### config.mk
export PLATFORM = sky130hd
export DESIGN_NAME = jump_ras_predict
export DESIGN_NICKNAME = d
export VERILOG_FILES = /design/src/rtl/jump_ras_predict.sv
export SDC_FILE = /design/constraint.sdc
export NUM_CORES = 1
export LEC_CHECK = 0
export BUFFER_PORTS_ARGS = -buffer_cell sky130_fd_sc_hd__buf_2
export CAP_MARGIN = 20
export CORE_AREA = 2 2 91 93
export DETAILED_ROUTE_END_ITERATION = 10
export DIE_AREA = 0 0 93 95
export PLACE_DENSITY_LB_ADDON = 0.15
export SETUP_SLACK_MARGIN = 0.4
export SYNTH_ARGS = -nofsm -noshare
export SYNTH_HDL_FRONTEND = slang
export SYNTH_SLANG_ARGS = --single-unit
### constraint.sdc
create_clock -name vclk -period 1.5
set_input_delay 0.225 -clock vclk [all_inputs]
set_output_delay 0.225 -clock vclk [all_outputs]
set_load 0.02 [all_outputs]
### src/rtl/jump_ras_predict.sv
// jump_ras_predict
//   D-stage jump decode with a return-address stack (RAS) that predicts the
//   target of `jr $31` / `jalr $31` while the real $31 value is still in flight
//   in E or M. The prediction travels into E. There it is checked against the
//   forwarded rs value, and a wrong guess raises a redirect.
//
//   Optional feature macro: JUMP_RAS_PREDICT_EN
//     defined   -> RAS storage, prediction, E-stage check, mispredict counter
//     undefined -> plain decode; any jr hazard stalls; RAS outputs tied to 0
//
// Ports
//   clk, rst               clock, asynchronous active-high reset
//   stallD/flushD          D-stage hold / kill
//   stallE/flushE          E-stage hold / kill
//   instrD, pcplus4D, rd1D D instruction, its PC+4, rs register read data
//   regwriteE/M, writeregE/M  in-flight writebacks, used for rs hazard detection
//   rs_actualE             forwarded rs of the E instruction
//   jumpD                  D holds j/jal/jr/jalr
//   jump_conflictD         stall request: jr source is not ready and no prediction
//   pc_jumpD               D-stage jump target
//   ras_predD              pc_jumpD came from the RAS
//   mispredictE            E-stage prediction was wrong
//   redirect_pcE           corrected target
//   ras_count              number of valid RAS entries
//   mispredict_cnt         saturating count of mispredictions
module jump_ras_predict #(
    parameter int RAS_DEPTH = 8,
    parameter int CNT_W     = 16
) (
    input  logic                       clk,
    input  logic                       rst,
    input  logic                       stallD,
    input  logic                       flushD,
    input  logic                       stallE,
    input  logic                       flushE,
    input  logic [31:0]                instrD,
    input  logic [31:0]                pcplus4D,
    input  logic [31:0]                rd1D,
    input  logic                       regwriteE,
    input  logic                       regwriteM,
    input  logic [4:0]                 writeregE,
    input  logic [4:0]                 writeregM,
    input  logic [31:0]                rs_actualE,
    output logic                       jumpD,
    output logic                       jump_conflictD,
    output logic [31:0]                pc_jumpD,
    output logic                       ras_predD,
    output logic                       mispredictE,
    output logic [31:0]                redirect_pcE,
    output logic [$clog2(RAS_DEPTH):0] ras_count,
    output logic [CNT_W-1:0]           mispredict_cnt
);
    localparam int PW = $clog2(RAS_DEPTH);
    localparam int CW = PW + 1;

    logic [5:0]  opcode;
    logic [5:0]  funct;
    logic [4:0]  rs;
    logic        is_j;
    logic        is_jr;
    logic        hazard;
    logic [31:0] j_tgt;

    assign opcode = instrD[31:26];
    assign funct  = instrD[5:0];
    assign rs     = instrD[25:21];
    // Covers both j (000010) and jal (000011).
    assign is_j   = (instrD[31:27] == 5'b00001);
    // Covers both jr (001000) and jalr (001001).
    assign is_jr  = (opcode == 6'd0) && (funct[5:1] == 5'b00100);
    assign jumpD  = is_j | is_jr;
    assign j_tgt  = {pcplus4D[31:28], instrD[25:0], 2'b00};
    assign hazard = is_jr && ((regwriteE && (writeregE == rs)) ||
                              (regwriteM && (writeregM == rs)));

`ifdef JUMP_RAS_PREDICT_EN
    logic [4:0]    rd;
    logic          is_jal;
    logic          is_jalr;
    logic          pop;
    logic          advance;
    logic          push_go;
    logic          pop_go;
    logic [PW-1:0] top_idx;
    logic [31:0]   top_val;

    logic [31:0]   ras_q [RAS_DEPTH];
    logic [CW-1:0] count_q, count_d;
    // sp_q is the next free slot. The oldest entry sits at sp_q - count_q,
    // so a push into a full stack lands on the oldest entry.
    logic [PW-1:0] sp_q, sp_d;
    logic          wr_en;
    logic [PW-1:0] wr_idx;
    logic          valE_q, valE_d;
    logic [31:0]   tgtE_q;
    logic [CNT_W-1:0] cnt_q, cnt_d;

    assign rd      = instrD[15:11];
    assign is_jal  = (opcode == 6'b000011);
    assign is_jalr = is_jr & funct[0];
    assign top_idx = sp_q - PW'(1);
    assign top_val = ras_q[top_idx];

    assign pop            = is_jr && (rs == 5'd31) && (count_q != '0);
    assign ras_predD      = pop & hazard;
    assign jump_conflictD = hazard & ~ras_predD;
    assign pc_jumpD       = is_j ? j_tgt : (ras_predD ? top_val : rd1D);

    assign advance = ~stallD & ~flushD & ~jump_conflictD;
    assign push_go = advance & (is_jal | (is_jalr & (rd == 5'd31)));
    assign pop_go  = advance & pop;

    assign mispredictE  = valE_q && (rs_actualE != tgtE_q);
    assign redirect_pcE = rs_actualE;
    assign ras_count      = count_q;
    assign mispredict_cnt = cnt_q;

    always_comb begin
        count_d = count_q;
        sp_d    = sp_q;
        wr_en   = 1'b0;
        wr_idx  = sp_q;
        cnt_d   = cnt_q;
        if (mispredictE) begin
            // A wrong guess means the stack no longer matches the call history.
            count_d = '0;
            if (cnt_q != '1) cnt_d = cnt_q + CNT_W'(1);
        end else if (push_go && pop_go) begin
            wr_en  = 1'b1;
            wr_idx = top_idx;
        end else if (push_go) begin
            wr_en = 1'b1;
            sp_d  = sp_q + PW'(1);
            if (count_q != CW'(RAS_DEPTH)) count_d = count_q + CW'(1);
        end else if (pop_go) begin
            sp_d    = top_idx;
            count_d = count_q - CW'(1);
        end

        valE_d = valE_q;
        if (flushE)       valE_d = 1'b0;
        else if (!stallE) valE_d = ras_predD;
    end

    always_ff @(posedge clk or posedge rst) begin
        if (rst) begin
            count_q <= '0;
            sp_q    <= '0;
            valE_q  <= 1'b0;
            cnt_q   <= '0;
        end else begin
            count_q <= count_d;
            sp_q    <= sp_d;
            valE_q  <= valE_d;
            cnt_q   <= cnt_d;
        end
    end

    // Storage and the E target copy carry data only; validity lives in the
    // reset-controlled registers above.
    always_ff @(posedge clk) begin
        if (wr_en && !rst) ras_q[wr_idx] <= pcplus4D + 32'd4;
        if (!flushE && !stallE) tgtE_q <= top_val;
    end
`else
    logic unused_ok;
    assign unused_ok = ^{clk, rst, stallD, flushD, stallE, flushE,
                         rs_actualE, pcplus4D[27:0]};

    assign ras_predD      = 1'b0;
    assign jump_conflictD = hazard;
    assign pc_jumpD       = is_j ? j_tgt : rd1D;
    assign mispredictE    = 1'b0;
    assign redirect_pcE   = '0;
    assign ras_count      = '0;
    assign mispredict_cnt = '0;
`endif
endmodule

# Word-level counts from Yosys, hierarchy flattened
# Cells that the tools add are included.
# word_totals
in_bits	146
register_bits	0
out_inout_bits	88
# classes
n_eq_ne	4
n_reduce_logical	6
n_mux	1
bitwise_logic	1
# ops
op	n
32-bit 2-to-1 mux	1
5-bit == test	2
6-bit zero test	1
5-bit by 1-bit == test with 1-bit output, second input constant	1
5-bit by 3-bit == test with 1-bit output, second input constant	1
1-bit logical AND	4
1-bit logical OR	1
1-bit OR	1

# Depth between registers and ports, before layout
# Gate-level depths: netlist (run 1).
# logic_depth
ltp_word	4
mapped_depth	4
mapped_depth_nobuf	4

# Worst setup path before layout (run 1)
# OpenSTA, ideal clock, no wires.
# synth_timing
path_type	input -> output
start	input port instrD[28]
end	output port pc_jumpD[10]
setup_slack_ns	0.115
cell_stages	4
t_arrival_ns	1.160
path_cell_list	nor4_4 nand2_2 buf_6 mux2_4
# synth_via
elab_chain_len	2
# synth_rtl
element	line_no	text
start: declaration	36	input logic [31:0] instrD,
5-bit by 1-bit == test with 1-bit output	68	assign is_j = (instrD[31:27] == 5'b00001);
32-bit 2-to-1 mux	172	assign pc_jumpD = is_j ? j_tgt : rd1D;
end: declaration	46	output logic [31:0] pc_jumpD,
# Every way passes these cells.

# Final worst setup path (run 1)
# layout_timing
start	input port instrD[28]
end	output port pc_jumpD[17]
# Same word-level chain as after synthesis.

==> results, run 1 <==
- The total number of yosys warnings is 0.
- In the post-synthesis netlist, the biggest area contributors are sky130_fd_sc_hd__buf_4 (38%), sky130_fd_sc_hd__mux2_4 (38%), sky130_fd_sc_hd__xor2_1 (6.6%), sky130_fd_sc_hd__buf_6 (3.2%), sky130_fd_sc_hd__mux2_2 (3.2%).
- Summed over all layers, the global routing overflow is 0.
- After routing, the total negative slack on setup checks comes to -3755 ps.
- OpenSTA, run right after detailed placement, puts the worst setup slack at -192.9 ps.
- The number of port buffers is 114.
- The count of endpoints failing setup in the final report is 31.
- The number of hold-repair buffers added at the cts stage is 0.
- Including well taps, the total number of placed cells is 336.
- Across the whole layout, storage elements account for 0 sq um.
- The cell depth of the worst hold path is 3.
- The die covers 8835 sq um.
- Yosys mapped the design onto 16 distinct sky130hd cell types.
- The fraction of final layout cells with drive strength greater than 1 is 0.7241.
- For this run, the post-layout net count is 380.
- The synthesized design spends more area on one cell type than any other, namely sky130_fd_sc_hd__buf_4.
- The starting density of the core is 0.1334.
- The top achievable clock speed is 0.6041 GHz.
- The sequential cell count is 0.
- The core area is 7928 sq um.
- After detailed routing, the number of remaining DRC violations is 0.
- The min-delay analysis places its worst path in the category input pin to primary output.
- The weighted congestion reported at the end of routability-driven placement is 0.5902.
- The die height is 95 um.
- The repair_antennas step left the layout with diodes totalling 0.
- The routed layout has 1048 vias.
- The non-filler instance count after layout is 337.
- Entering global routing, the biggest net connects 28 pins.
- Together, buffers and inverters on the worst path number 3.
- In this run, the number of DRC markers left after iteration 0 of detailed routing was 14.
- Of the synthesized area, sequential elements account for 0.
- The area share of the leading cell type in the synthesized netlist is 0.3834.
- The standard-cell row count is 33.
- In the final routed layout, each cell accounts on average for 8.875 um.
- STA puts the critical path data arrival time at 1430 ps.
- The mean cell area of the mapped netlist is 9.525 sq um.
- The layout has 0 clock buffers.
- The final reports fail on setup timing.
- The critical path's largest stage delay is 300 ps.
- The number of optimization iterations in the first detailed-route pass is 3.
- The number of vias per cell is 3.110.
- The worst hold path endpoint is pc_jumpD[0].
- Setup repair after global routing could not meet its margin everywhere.
- The number of max-cap violations is 0.
- Fill cells in the final layout number 897.
- The critical path launch point type is an input pin.
- From left edge to right edge, the die measures 93 um.
- For this design the top-level I/O count stands at 234.
- In this run the worst path has a maximum fanout of 27.
- The minimum clock period is 1655 ps.
- The total routing resource utilization after global routing is 0.05140.
- Compared with the post-synthesis result, the final layout area differs by 82.37%.
- The initial antenna violation count was 0.
- Among cell families on the critical path, the largest total delay comes from buffers and inverters.
- The number of global-route vias before repair is 884.
- The xor/xnor cell area share of the yosys netlist is 0.08284.
- The post-detailed-placement half-perimeter wirelength is 2745 um.
- The portion of the clock cycle consumed by the worst path in the final layout is 1.104.
- By count the netlist is led by sky130_fd_sc_hd__buf_4 (54), sky130_fd_sc_hd__mux2_4 (27), sky130_fd_sc_hd__xor2_1 (8).
- For this design the ratio of total power to cell area is 300.6 nW/um^2.
- Measured against the total synthesized area, the mux share comes to 0.4154.
- The final count of hold timing violations came to 0.
- The complex-gate fraction of the synthesized area is 0.004734.
- The most common cell in the netlist is sky130_fd_sc_hd__buf_4.
- In this run the most critical hold path is launched from rd1D[0].
- IR analysis of the VDD net gives a maximum drop of 0.08652 mV.
- Summed over all layers, the routed wires come to 2991 um.
- The mapped cell area is 1057 sq um.
- STA puts the critical path data required time at 1270 ps.
- Of the total synthesized cell area, the portion taken by full adders, half adders and majority gates is 0.
- The slowest stage of the critical path belongs to the cell sky130_fd_sc_hd__nor4_4.
- In the synthesized netlist, the number of instances is 111.
- The static power due to leakage is 1.103 nW.
- The flow ran to the end, but the final reports show violations.
- The global-route wire length before repair is 3760 um.
- The type of the setup path with the least slack is input pin to primary output.
- By area, the combinational part of the netlist is dominated by buffers and inverters.
- The count of final max-slew check failures is 0.
- The remaining antenna violation count is 0.
- The critical path goes through buf_6, nor4_4, nand2_2, buf_12, mux2_4, buf_2.
- Setup slack on the critical path of the routed design comes to -155.5 ps.
- Of the total synthesized cell area, the portion taken by AND, OR, NAND and NOR gates is 0.07811.
- The type of destination of the critical path is a primary output.
-- kinds of logic after synthesis --
group | Yosys count
buffers and inverters | 57
muxes | 30
and+or+nand+nor | 12
xor gates and xnor gates | 10
AOI/OAI and AO/OA | 1
other | 1
-- per-stage QoR --
| stage | instance area [sq um] | total power [mW] | util | hold slack, ps |
|---|---|---|---|---|
| 2_1_floorplan | 1280 | 0.4103 | - | 603.2 |
| 3_3_place_gp | 1630 | 0.4870 | 0.2057 | 792.2 |
| 3_5_place_dp | 1630 | 0.4884 | 0.2057 | 793.1 |
| 4_1_cts | 1760 | 0.5270 | 0.2221 | 761.1 |
| 5_1_grt | 1928 | 0.6170 | 0.2432 | 767.8 |
| 6_report | 1928 | 0.5796 | 0.2432 | 758.9 |
-- power breakdown --
part	switching, mW	total [mW]	internal [mW]
Combinational	0.305	0.580	0.275
Clock	0	0	0
Sequential	0	0	0
-- placed cells by master, fill, tap and decap left out, types with 2 or more instances in the layout --
cell type / netlist / layout
sky130_fd_sc_hd__xnor2_1: 2 / 2
sky130_fd_sc_hd__xor2_1: 8 / 4
sky130_fd_sc_hd__and2_4: 0 / 2
sky130_fd_sc_hd__nor4_2: 0 / 2
sky130_fd_sc_hd__buf_2: 0 / 77
sky130_fd_sc_hd__buf_6: 3 / 36
sky130_fd_sc_hd__mux2_2: 3 / 3
sky130_fd_sc_hd__mux2_4: 27 / 27
sky130_fd_sc_hd__xor2_2: 0 / 4
sky130_fd_sc_hd__buf_4: 54 / 10
sky130_fd_sc_hd__conb_1: 1 / 54
-- layout make-up --
| cell class | instances | area [sq um] | share of cell area |
|---|---|---|---|
| Multi-Input combinational cell | 107 | 895.9 | 0.4646 |
| Tap cell | 105 | 131.4 | 0.06814 |
| Timing Repair Buffer | 125 | 900.9 | 0.4672 |
-- per-layer routing --
layer	routed length (um)	up-vias	GRT usage	part of all wire
li1	-	504	-	-
met1	1059	444	0.05860	0.35
met2	1493	100	0.1014	0.50
met3	438	0	0.01357	0.15
met4	0	0	0	0
met5	0	-	0	0
-- timing repair --
action	4_1_cts	5_1_grt
resized for setup	34	46
setup endpoints to repair	34	34
pin swaps	6	7
buffers inserted	1	0
-- worst max-delay path by stage --
stage | startpoint | end | slack (ps) | cells past startpoint
after floorplan | instrD[28] | pc_jumpD[10] | 120 | 4
after global placement | instrD[28] | pc_jumpD[18] | -190 | 6
after detailed placement | instrD[28] | pc_jumpD[6] | -190 | 6
after CTS | instrD[28] | pc_jumpD[22] | -180 | 6
after global routing | instrD[28] | pc_jumpD[3] | -220 | 6
final | instrD[28] | pc_jumpD[17] | -160 | 6
(Power assumes the default switching activity.)
==> inputs of run 2 (changes only) <==
--- a/config.mk
+++ b/config.mk
@@ -7,9 +7,12 @@
 export LEC_CHECK = 0
 export BUFFER_PORTS_ARGS = -buffer_cell sky130_fd_sc_hd__buf_2
 export CAP_MARGIN = 20
-export CORE_AREA = 2 2 91 93
+export CELL_PAD_IN_SITES_DETAIL_PLACEMENT = 0
+export CELL_PAD_IN_SITES_GLOBAL_PLACEMENT = 1
+export CORE_ASPECT_RATIO = 1.1
+export CORE_MARGIN = 1.5
+export CORE_UTILIZATION = 13
 export DETAILED_ROUTE_END_ITERATION = 10
-export DIE_AREA = 0 0 93 95
 export PLACE_DENSITY_LB_ADDON = 0.15
 export SETUP_SLACK_MARGIN = 0.4
 export SYNTH_ARGS = -nofsm -noshare
==> results, run 2 (synthesis gave the netlist of run 1 again) <==
- The minimum setup slack in the final design is -149.0 ps.
- Counting tap cells, the placed design contains a total of 335 instances.
- Leaving out filler cells and counting taps, the final layout contains 337.
- Of the cells placed in the final design, the portion with a size suffix greater than 1 is 0.6943.
- The DRC violations left is 0.
- After filler insertion, the fill cell instance count of the layout stands at 894.
- The largest single stage delay on the critical path is 300 ps.
- VDD sags by at most 0.06188 mV.
- The clock group share of total power is 0.
- The worst setup path is launched from an input pin.
- The routed layout has 1036 vias.
- Entering global routing, the biggest net connects 23 pins.
- The worst hold slack after final layout is 757.9 ps.
- The sequential cell count is 0.
- The total net switching power is 0.2895 mW.
- The floorplan die area is 8684 sq um.
- Of the total power, combinational logic draws 1.000.
- For this design the ratio of total power to cell area is 297.2 nW/um^2.
- Across every metal layer, demand over resource in global routing totals 0.05675.
- The average wire length per cell after detail routing is 8.935 um.
- The worst path required time is 1270 ps.
- The core occupancy in the finished layout is 0.2268.
- The combined buffer and inverter count along the critical path is 3.
- The core area is 7913 sq um.
- The number of max-cap violations is 0.
- The setup path with the least slack is of type input pin to primary output.
- The type of destination of the critical path is a primary output.
- The count of final max-slew check failures is 0.
- After floorplanning, the core was divided into 34 placement rows.
- Buffers placed on the I/O ports in this run total 114.
- After routing the design area is 1794 sq um.
- The highest net fanout along the worst path is 22.
- Leaving out fill and tap cells, the most frequent cells in the layout are sky130_fd_sc_hd__buf_2 (89), sky130_fd_sc_hd__conb_1 (54), sky130_fd_sc_hd__mux2_4 (27).
- The number of global-route vias before repair is 864.
- The final wirelength is 3011 um.
- The number of vias per cell is 3.074.
- Among all stages on the critical path, the largest delay is contributed by sky130_fd_sc_hd__mux2_4.
- The net count reported at finish is 377.
- The share of total power consumed by net switching is 0.5428.
- The kind of cell with the highest combined delay along the critical path is buffers and inverters.
- The signal on the critical path passes through buf_6, nor4_4, nand2_2, buf_12, mux2_4, buf_2.
- The final count of hold timing violations is 0.
- Summed over all cells, the static leakage comes to 1.062 nW.
- Once detail routing completed, the nets flagged for antenna violations numbered 0.
- The die height is 97.59 um.
- The checks that failed: setup timing.
- The global-route wire length before repair is 3926 um.
- The fraction of power consumed by sequential logic is 0.
- The area overhead of the layout relative to synthesis is 69.70%.
- The number of optimization iterations in the first detailed-route pass is 2.
- The multi-input logic area is 847.1 sq um.
- In this run the cell area measured after placement is 1617 sq um.
- The initial antenna violation count is 0.
- The internal power is 0.2438 mW.
- Setup repair after global routing could not meet its margin everywhere.
- Subtracting the final worst setup slack from the clock period gives 1649 ps.
- The critical path data arrival time is 1420 ps.
- Static timing analysis puts the maximum clock frequency at 0.6064 GHz.
- The wire-length estimate of the detail-placed layout is 2712 um.
- The total grt overflow is 0.
- The weighted congestion reported at the end of routability-driven placement is 0.6324.
- The most common library cell in the layout ignoring fill and taps is sky130_fd_sc_hd__buf_2.
- The register area is 0 sq um.
- The run finished, with violations left.
- The count of endpoints failing setup in the final report is 30.
- The number of clock buffer instances in the layout is 0.
- In this run, the number of DRC markers left after iteration 0 of detailed routing was 1.
- The power after layout is 0.5333 mW.
- Pin placement for this block handled 234 I/O pins.
- The initial utilization of the core area, before any placement, comes to 0.1336.
- The repair_antennas step left the layout with diodes totalling 0.
- In this run the worst hold path is classified as input pin to primary output.
- In the finished design, the share of the clock period the worst path needs comes to 1.099.
- The die is 88.99 um wide.
run 2: cell count changes in the layout (fill, tap and decap cells not counted), sizes merged:
cell,change
buf,-3
run 2: power by group through the flow:
stage / clock network [mW] / registers [mW] / logic, mW
3_5_place_dp: 0 / 0 / 0.483
4_1_cts: 0 / 0 / 0.512
6_report: 0 / 0 / 0.533
2_1_floorplan: 0 / 0 / 0.410
3_3_place_gp: 0 / 0 / 0.483
5_1_grt: 0 / 0 / 0.574
run 2: repair_timing:
action,in CTS,in global routing
hold buffers,0,0
resized for setup,26,21
endpoints found under the setup margin,34,34
setup buffers,1,1
pin swaps,1,2
run 2: through the flow:
step                setup TNS, ps  setup WS [ps]
global placement            -5665         -211.4
global route                -6253         -243.2
detailed placement          -5183         -194.2
finish                      -3626         -149.0
floorplan                       0          116.5
CTS                         -4345         -172.0
run 2: final cells by class:
type / instances / area share
Multi-Input combinational cell: 107 / 0.4721
Tap cell: 108 / 0.07531
Timing Repair Buffer: 122 / 0.4526
run 2: tightest hold or removal path: cells and delay by family:
kind | cells | cell delay (ps)
buffers and inverters | 2 | 180
and+or+nand+nor | 1 | 130
run 2: layer usage:
layer | GRT usage | share of wire | vias up
met5 | 0 | 0 | -
met4 | 0 | 0 | 0
met3 | 0.01189 | 0.16 | 0
met2 | 0.1235 | 0.52 | 103
met1 | 0.05414 | 0.31 | 432
li1 | - | - | 501
run 2: path summary, 6_finish.rpt:
check	startpoint	end	cells after the start
worst max-delay path	instrD[28]	pc_jumpD[3]	6
worst min-delay path	rd1D[1]	pc_jumpD[1]	3
==> inputs of run 3 (changes only) <==
--- a/config.mk
+++ b/config.mk
@@ -9,7 +9,7 @@
 export CAP_MARGIN = 20
 export CELL_PAD_IN_SITES_DETAIL_PLACEMENT = 0
 export CELL_PAD_IN_SITES_GLOBAL_PLACEMENT = 1
-export CORE_ASPECT_RATIO = 1.1
+export CORE_ASPECT_RATIO = 1.4
 export CORE_MARGIN = 1.5
 export CORE_UTILIZATION = 13
 export DETAILED_ROUTE_END_ITERATION = 10
==> results, run 3 (synthesis gave the netlist of run 1 again) <==
- The initial utilization of the core area, before any placement, comes to 0.1356.
- The floorplan has 38 rows.
- Across all hold checks on the routed design, the worst slack comes to 761.1 ps.
- The minimum setup slack in the final design is -162.3 ps.
- The total grt overflow is 0.
- For the worst setup path, the data arrival time is 1440 ps.
- The total area inside the core boundary comes to 7797 sq um.
- The floorplan die area is 8690 sq um.
- The finished cells cover 1869 sq um.
- The antenna diode count is 0.
- The worst path required time is 1270 ps.
- The number of global-route vias before repair is 915.
- At the end of routability-driven placement, the weighted congestion stood at 0.6220.
- After layout, the minimum clock period comes to 1662 ps.
- The type of the setup path with the least slack is input pin to primary output.
- The net count reported at finish is 381.
- Using the TritonRoute via totals, the vias-per-cell ratio works out to 3.228.
- The total I/O pin count is 234.
- The first global-routing pass estimated 4298 um of wire.
- The area overhead of the layout relative to synthesis is 76.80%.
- The critical path's largest stage delay is 310 ps.
- The total routing resource utilization after global routing is 0.06289.
- The number of hold buffers added after CTS was 0.
- The worst-case IR drop observed on VDD is 0.07336 mV.
- The path class of the lowest-slack min-delay path is input pin to primary output.
- The final reports fail on setup timing.
- On the critical path, the stage with the largest delay is an instance of sky130_fd_sc_hd__nor4_4.
- Setup repair after global routing could not meet its margin everywhere.
- The cell depth of the worst hold path is 3.
- The worst hold path endpoint is pc_jumpD[19].
- The startpoint of the lowest-slack hold path is instrD[17].
- The cell type group with the largest total delay on the critical path is buffers and inverters.
- The combined buffer and inverter count along the critical path is 3.
- Power spread over the standard cell area amounts to 298.5 nW/um^2.
- The post-detailed-placement half-perimeter wirelength is 3004 um.
- The count of endpoints failing setup in the final report is 32.
- The count of final max-slew check failures is 0.
- The average wire length per cell after detail routing is 9.952 um.
- The die is 79.22 um wide.
- After detailed routing, the total wire length is 3314 um.
- The total number of vias is 1075.
- Static timing analysis puts the maximum clock frequency at 0.6016 GHz.
- Entering global routing, the biggest net connects 24 pins.
- The highest net fanout along the worst path is 23.
- The most common library cell in the layout ignoring fill and taps is sky130_fd_sc_hd__buf_2.
- The register area is 0 sq um.
- The number of port buffers is 114.
- In this run the static leakage power is 1.093 nW.
- The clock buffers instantiated in the layout total 0.
- In the routed design, unresolved DRC markers number 0.
- The cell area after placement is 1629 sq um.
- The count of nets left with antenna violations once routing finished came out at 0.
- The number of optimization iterations in the first detailed-route pass is 2.
- The violation count after the first detailed-route iteration is 15.
- In the layout the commonest cells are sky130_fd_sc_hd__buf_2 (87), sky130_fd_sc_hd__conb_1 (54), sky130_fd_sc_hd__buf_6 (28).
- The critical path launch point type is an input pin.
- Traced cell by cell, the critical path runs through buf_6, nor4_4, nand2_2, buf_12, mux2_4, buf_2.
- The final count of hold timing violations is 0.
- In the final layout, the share of cells above drive strength 1 is 0.7167.
- Once layout is complete, the utilization of the core stands at 0.2397.
- Dividing the final minimum period by the clock period gives 1.108.
- The type of destination of the critical path is a primary output.
- The initial antenna violation count is 0.
- Max-cap violations in this run came to 0.
- Measured along the y axis, the die boundary spans 109.7 um.
- The run finished, with violations left.
- The sequential cell count is 0.
## run 3: tightest hold or removal path, stage by stage
cell and delay (ps):
sky130_fd_sc_hd__buf_2 70, sky130_fd_sc_hd__mux2_4 130, sky130_fd_sc_hd__buf_6 100
## run 3: repair_timing
action,CTS,global route
endpoints found under the setup margin,34,34
gates resized for setup,39,22
pin swaps,7,2
endpoints found under the hold margin,0,0
setup buffers,3,0
## run 3: routing by layer
layer	GRT usage	part of all wire
met3	0.01079	0.15
met2	0.1178	0.48
met1	0.07925	0.37
met4	0	0
met5	0	0
## run 3: how the worst max path moves through the flow
stage	from	endpoint	slack, ps	depth (start not counted)
after floorplan	instrD[28]	pc_jumpD[10]	120	4
after global placement	instrD[28]	pc_jumpD[21]	-210	6
after detailed placement	instrD[28]	pc_jumpD[3]	-200	6
after CTS	instrD[28]	pc_jumpD[18]	-180	6
after global routing	instrD[28]	pc_jumpD[30]	-200	6
final	instrD[28]	pc_jumpD[22]	-160	6
## run 3: area by class of cell
class / count / area, sq um
Tap cell: 100 / 125.1
Timing Repair Buffer: 126 / 865.8
Multi-Input combinational cell: 107 / 878.3
Fill cell: 889 / 5928
## run 3: power by group
group          total, mW  switching [mW]  internal (mW)  leakage (nW)
Combinational      0.558           0.302          0.256          1.09
Clock                  0               0              0             0
Sequential             0               0              0             0
## run 3: stage by stage
| step | std cells | power, mW | TNS, ps | setup slack [ps] |
|---|---|---|---|---|
| 3_3_place_gp | 330 | 0.4889 | -6173 | -211.4 |
| 5_1_grt | 333 | 0.5961 | -5566 | -204.4 |
| 6_report | 333 | 0.5580 | -4180 | -162.3 |
| 3_5_place_dp | 330 | 0.4898 | -6007 | -203.8 |
| 4_1_cts | 333 | 0.5363 | -4789 | -176.0 |
| 2_1_floorplan | 164 | 0.4103 | 0 | 116.5 |
